==> src/rtl/alu_seq_pkg.sv <==
// Shared encodings for the ALU sequencer: op codes, FSM states, response flag bit positions.
package alu_seq_pkg;

    localparam logic [1:0] OP_ADD = 2'b00;
    localparam logic [1:0] OP_SUB = 2'b01;
    localparam logic [1:0] OP_MUL = 2'b10;
    localparam logic [1:0] OP_DIV = 2'b11;

    typedef enum logic [1:0] {
        ST_IDLE = 2'd0,
        ST_EXEC = 2'd1,
        ST_RESP = 2'd2
    } state_t;

    localparam int FLAG_ZERO   = 3;
    localparam int FLAG_CARRY  = 2;
    localparam int FLAG_SIGN   = 1;
    localparam int FLAG_PARITY = 0;

    function automatic logic is_div0(input logic [1:0] op, input logic [3:0] b);
        return (op == OP_DIV) && (b == 4'd0);
    endfunction

endpackage

==> src/rtl/alu_seq_stats.sv <==
// Saturating 8-bit counters of completed responses and of responses carrying carry = 1.
module alu_seq_stats (
    input  logic       clk,
    input  logic       rst_n,
    input  logic       i_hs,
    input  logic       i_carry,
    output logic [7:0] o_stat_ops,
    output logic [7:0] o_stat_carry
);

    logic [7:0] r_ops;
    logic [7:0] r_carry;

    always_ff @(posedge clk) begin
        if (!rst_n) begin
            r_ops   <= 8'd0;
            r_carry <= 8'd0;
        end else if (i_hs) begin
            if (r_ops != 8'hFF)
                r_ops <= r_ops + 8'd1;
            if (i_carry && (r_carry != 8'hFF))
                r_carry <= r_carry + 8'd1;
        end
    end

    assign o_stat_ops   = r_ops;
    assign o_stat_carry = r_carry;

endmodule

==> src/rtl/alu_seq_ctrl.sv <==
// Sequential front-end for the 4-bit ALU: command handshake -> ALU operands -> captured response.
// Response statistics counters are built only when ALU_SEQ_STATS_EN is defined.
module alu_seq_ctrl
    import alu_seq_pkg::*;
(
    input  logic       clk,
    input  logic       rst_n,
    input  logic       cmd_valid,
    output logic       cmd_ready,
    input  logic [3:0] cmd_a,
    input  logic [3:0] cmd_b,
    input  logic [1:0] cmd_op,
    output logic [3:0] alu_a,
    output logic [3:0] alu_b,
    output logic [1:0] alu_select,
    input  logic [3:0] alu_out,
    input  logic       alu_zero,
    input  logic       alu_carry,
    input  logic       alu_sign,
    input  logic       alu_parity,
    output logic       rsp_valid,
    input  logic       rsp_ready,
    output logic [3:0] rsp_out,
    output logic [3:0] rsp_flags,
    output logic       rsp_div0,
    output logic [7:0] stat_ops,
    output logic [7:0] stat_carry
);

    state_t r_state;
    logic   r_div0;

    always_ff @(posedge clk) begin
        if (!rst_n) begin
            r_state    <= ST_IDLE;
            r_div0     <= 1'b0;
            cmd_ready  <= 1'b1;
            alu_a      <= 4'd0;
            alu_b      <= 4'd0;
            alu_select <= 2'd0;
            rsp_valid  <= 1'b0;
            rsp_out    <= 4'd0;
            rsp_flags  <= 4'd0;
            rsp_div0   <= 1'b0;
        end else begin
            case (r_state)
                ST_IDLE: begin
                    if (cmd_valid) begin
                        alu_a      <= cmd_a;
                        alu_b      <= cmd_b;
                        alu_select <= cmd_op;
                        r_div0     <= is_div0(cmd_op, cmd_b);
                        cmd_ready  <= 1'b0;
                        r_state    <= ST_EXEC;
                    end
                end
                ST_EXEC: begin
                    // div0 moves to the port here so all rsp_* fields change together
                    rsp_out   <= alu_out;
                    rsp_flags <= {alu_zero, alu_carry, alu_sign, alu_parity};
                    rsp_div0  <= r_div0;
                    rsp_valid <= 1'b1;
                    r_state   <= ST_RESP;
                end
                ST_RESP: begin
                    if (rsp_ready) begin
                        rsp_valid <= 1'b0;
                        cmd_ready <= 1'b1;
                        r_state   <= ST_IDLE;
                    end
                end
                default: begin
                    rsp_valid <= 1'b0;
                    cmd_ready <= 1'b1;
                    r_state   <= ST_IDLE;
                end
            endcase
        end
    end

`ifdef ALU_SEQ_STATS_EN
    logic w_rsp_hs;
    assign w_rsp_hs = rsp_valid & rsp_ready;

    alu_seq_stats u_stats (
        .clk          (clk),
        .rst_n        (rst_n),
        .i_hs         (w_rsp_hs),
        .i_carry      (rsp_flags[FLAG_CARRY]),
        .o_stat_ops   (stat_ops),
        .o_stat_carry (stat_carry)
    );
`else
    assign stat_ops   = 8'd0;
    assign stat_carry = 8'd0;
`endif

endmodule

==> config.mk <==
export PLATFORM = sky130hd
export DESIGN_NAME = alu_seq_ctrl
export DESIGN_NICKNAME = d
export VERILOG_FILES = /design/src/rtl/alu_seq_pkg.sv /design/src/rtl/alu_seq_stats.sv /design/src/rtl/alu_seq_ctrl.sv
export SDC_FILE = /design/constraint.sdc
export NUM_CORES = 1
export LEC_CHECK = 0
export BUFFER_PORTS_ARGS = -buffer_cell sky130_fd_sc_hd__buf_4
export CAP_MARGIN = 20
export CORE_MARGIN = 2
export CORE_UTILIZATION = 46
export CTS_CLUSTER_SIZE = 16
export DETAILED_ROUTE_END_ITERATION = 7
export PLACE_DENSITY = 0.91
export RECOVER_POWER = 25
export SLEW_MARGIN = 10
export SYNTH_ARGS = -nofsm -noshare
export SYNTH_HDL_FRONTEND = slang
export SYNTH_SLANG_ARGS = --single-unit
==> constraint.sdc <==
create_clock -name clk -period 1.84 [get_ports clk]
set_input_delay 0.46 -clock clk [delete_from_list [all_inputs] [get_ports clk]]
set_output_delay 0.46 -clock clk [all_outputs]
set_load 0.05 [all_outputs]
==> flow_summary.rst <==
.. list-table::
   :header-rows: 1

   * - Metric
     - Value
   * - Run status
     - complete, no violations
   * - Number of cells on the worst hold path
     - 3
   * - Placer Congestion
     - 0.687
   * - Upper clock frequency limit
     - 0.627 GHz
   * - Average cell area after synthesis
     - 8.53 sq um
   * - Slew margin rel.
     - 0.553
   * - Number of design rule violations left after detail routing
     - 0
   * - Mapped Area
     - 0.00104 sq mm
   * - Required time at the worst-slack endpoint
     - 1380 ps
   * - Number of buffers created by CTS
     - 3
   * - Worst path cell trace
     - clkbuf_1
   * - IO buf count
     - 42
   * - Number of warnings printed during yosys synthesis
     - 0
   * - Total wirelength of the detailed-routed design
     - 2070 microns
   * - Routed via count divided by cell count
     - 4.52
   * - Path category of the worst min-delay check
     - primary input to register
   * - Core Region
     - 0.00217 sq mm
   * - Sequential standard cell area
     - 480 sq um
   * - Hold-fix buffers, CTS
     - 0
   * - Multiplexer fraction of the synthesized cell area
     - 0
   * - Remaining number of nets flagged by the antenna check after routing
     - 0
   * - Clock root buffer
     - sky130_fd_sc_hd__clkbuf_4
   * - Critical path's top delay family
     - buffers and inverters
   * - Half-perimeter wire length of the detailed placement result
     - 1590 microns
   * - Worst reg2reg path startpoint
     - r_state[0]$_SDFFE_PN0P_
   * - Bufs on Longest Clock Path
     - 2
   * - Placement Rows
     - 17
   * - Initial antenna violation count
     - 0
   * - Dominant combinational cell family by area after synthesis
     - simple AND/OR/NAND/NOR gates
   * - Final nets
     - 184
   * - Number of ports placed on the die boundary
     - 59
   * - Critical path capture point type
     - output port
   * - Setup crit start kind
     - register
   * - Post-Syn Instances
     - 122
   * - Die height
     - 51.6 microns
   * - Simple-gate portion of the synthesized area
     - 0.224
   * - Distinct cell type count after synthesis
     - 22
   * - Post-synthesis adder-cell area fraction
     - 0
   * - Proportion of synthesized chip area in sequential cells
     - 0.462
   * - Global-route congestion overflow total
     - 0
   * - Wire length of the first global-routing pass
     - 3220 microns
   * - Worst hold path startpoint
     - cmd_op[1]
   * - Crit path DAT
     - 1130 ps
   * - Share of final-layout standard cells stronger than drive strength 1
     - 0.261
   * - Fin crit share
     - 0.867
   * - Ratio of total power to cell area
     - 874 mW/mm^2
   * - Clock tree from TritonCTS
     - built
   * - Register-to-register path setup slack
     - 410 ps
   * - Maximum vdd drop
     - 478 uV
   * - Fin Clk Skew
     - 4.42 ps
   * - RSZ-0062 raised after global routing
     - no
   * - Count of cells resized by post-cts repair
     - 0
   * - Via count of the first global-routing pass
     - 773
   * - End point of the worst hold path
     - alu_select[1]$_SDFFE_PN0P_
   * - Placed Instance Area
     - 0.00129 sq mm
   * - Effective utilization at floorplan
     - 0.480
   * - WS Path Type
     - register to output port
   * - Overall die width
     - 51.6 microns
   * - Die Outline Area
     - 0.00266 sq mm
   * - Count of max-cap constraint violations
     - 0
   * - DRC violation total after the first TritonRoute iteration
     - 3
   * - Maximum number of pins on one net before global-route repair
     - 26
   * - Number of pins with negative max-slew slack in the final report
     - 0
   * - Leading cell type in the layout, fill and taps excluded
     - sky130_fd_sc_hd__nand2_1
   * - Overall via count from detail_route
     - 855
   * - Post-synthesis register bit count
     - 24
   * - Setup Viol. Count Final
     - 0
   * - Xor/xnor share of the synthesized area
     - 0
   * - Setup tns final
     - 0 ps
   * - GR Util All Layers
     - 0.161
   * - Footprint of the multi-input gates
     - 459 sq um
   * - Postcts setup bufs
     - 0
   * - Buf+Inv Stages, Crit Path
     - 1
   * - Worst-case reg-to-reg path depth
     - 3
   * - Clk_lat worst skew
     - 300 ps
   * - Clk pin slew, worst setup/hold paths
     - 120 ps
   * - Terminus of the critical flop-to-flop path
     - rsp_out[2]$_SDFFE_PN0N_
   * - Slew of the pin with the lowest slew margin
     - 668 ps
   * - Compound-gate portion of the synthesized area
     - 0.162
   * - Area growth, synth to finish
     - 25.2%
   * - Length of routed met3 wiring
     - 186 microns
   * - Final critical delay including setup and external delays
     - 1590 ps
   * - Count of clock tree sinks
     - 24
   * - Largest stage delay on the critical path
     - 470 ps
   * - Diodes inserted
     - 0
   * - Number of fill cells in the layout
     - 199
   * - Worst Path Max Fanout
     - 2
   * - Wire length the detailed router placed on met1
     - 817 microns
   * - Number of H-tree levels
     - 1
   * - Most frequent cells in the layout
     - 40 x sky130_fd_sc_hd__nand2_1, 36 x sky130_fd_sc_hd__buf_4, 24 x sky130_fd_sc_hd__dfxtp_1
   * - Average wire length per cell after detail routing
     - 10.9 microns
   * - Length of the first detailed-routing pass in iterations
     - 4
   * - Final Hold Violating Endpoints
     - 0
   * - Slowest stage cell on the critical path
     - sky130_fd_sc_hd__clkbuf_1
   * - Final Instance Area
     - 0.00130 sq mm
   * - Metal2 WL
     - 1060 microns
   * - Uppermost signal routing layer after detailed routing
     - met3
   * - Leakage power
     - 0.587 nW
[synthesized netlist by cell type]
| master | count | area share |
|---|---|---|
| sky130_fd_sc_hd__dfxtp_1 | 24 | 0.46 |
| sky130_fd_sc_hd__buf_4 | 16 | 0.12 |
| sky130_fd_sc_hd__nor4bb_1 | 1 | 0.0096 |
| sky130_fd_sc_hd__buf_2 | 4 | 0.019 |
| sky130_fd_sc_hd__nand2_1 | 40 | 0.14 |
| sky130_fd_sc_hd__clkbuf_1 | 1 | 0.0036 |
| sky130_fd_sc_hd__nor2b_1 | 2 | 0.012 |
| sky130_fd_sc_hd__conb_1 | 1 | 0.0036 |
| sky130_fd_sc_hd__o21ai_2 | 1 | 0.0084 |
| sky130_fd_sc_hd__nor3b_2 | 1 | 0.012 |
| sky130_fd_sc_hd__nor2_1 | 3 | 0.011 |
| sky130_fd_sc_hd__a21oi_1 | 1 | 0.0048 |
| sky130_fd_sc_hd__o21a_1 | 1 | 0.0072 |
| sky130_fd_sc_hd__nand4_1 | 1 | 0.0060 |
| sky130_fd_sc_hd__a21boi_0 | 11 | 0.079 |
| sky130_fd_sc_hd__and2_1 | 1 | 0.0060 |
| sky130_fd_sc_hd__or3b_4 | 1 | 0.011 |
| sky130_fd_sc_hd__nand3_1 | 1 | 0.0048 |
| sky130_fd_sc_hd__o21ai_0 | 1 | 0.0048 |
| sky130_fd_sc_hd__buf_6 | 1 | 0.011 |
| sky130_fd_sc_hd__or2b_1 | 1 | 0.0072 |
| sky130_fd_sc_hd__a21boi_1 | 8 | 0.058 |
[layer usage]
| metal | GRT usage | up-vias |
|---|---|---|
| met4 | 0.0526 | 0 |
| li1 | - | 438 |
| met5 | 0 | - |
| met1 | 0.175 | 377 |
| met3 | 0.0431 | 0 |
| met2 | 0.301 | 40 |
[worst max path at each step]
stage | from | to | slack, ps | depth (start not counted)
after global routing | rsp_out[2]$_SDFFE_PN0N_ | rsp_out[2] | 180 | 1
after CTS | r_state[0]$_SDFFE_PN0P_ | rsp_out[2]$_SDFFE_PN0N_ | 380 | 3
after detailed placement | cmd_valid | alu_a[2]$_SDFFE_PN0P_ | 390 | 4
after floorplan | cmd_valid | alu_a[0]$_SDFFE_PN0P_ | 640 | 4
final | rsp_valid$_SDFFE_PN0P_ | rsp_valid | 250 | 1
after global placement | cmd_valid | alu_b[0]$_SDFFE_PN0P_ | 490 | 4
[kinds of logic (layout without fill, tap and decap cells)]
family                 count (synthesis)  count (layout)
buffers and inverters                 22              46
AND/OR/NAND/NOR                       52              52
AO/OA/AOI/OAI                         23              23
flip-flops                            24              24
other                                  1              16
[flip-flops by register name (all words and copies together), names as in the netlist]
register / flops
alu_b: 4
r_div0: 1
rsp_out: 4
rsp_valid: 1
rsp_flags: 4
cmd_ready: 1
rsp_div0: 1
alu_a: 4
r_state: 2
alu_select: 2
[worst reg2reg max path, cell delays in order, from the launching register on]
cell and delay (ps):
sky130_fd_sc_hd__dfxtp_1 470, sky130_fd_sc_hd__nor2b_1 590, sky130_fd_sc_hd__nand2_1 100, sky130_fd_sc_hd__a21boi_0 200
[cell type report]
class / instances / area share
well taps: 28 / 0.0269
flip-flops and latches: 24 / 0.369
repair buffers: 42 / 0.225
multi-input cells: 91 / 0.352
clock buffers: 4 / 0.0278
[metrics by stage]
stage | hold slack [ps] | power [mW] | cells | util | worst slack [ps]
final | 389 | 1.14 | 189 | 0.601 | 245
after global routing | 376 | 1.20 | 189 | 0.601 | 182
after CTS | 382 | 1.16 | 189 | 0.612 | 375
after detailed placement | 450 | 0.895 | 185 | 0.596 | 388
after global placement | 442 | 0.887 | 185 | 0.596 | 492
after floorplan | 430 | 0.835 | 137 | - | 641
[where the power goes]
group	internal (mW)	switching (mW)	total, mW	leakage, nW
logic	0.0821	0.223	0.305	0.370
clock network	0.121	0.146	0.266	0.0210
registers	0.549	0.0195	0.568	0.196
No activity file was read; power rests on OpenSTA's default activity.
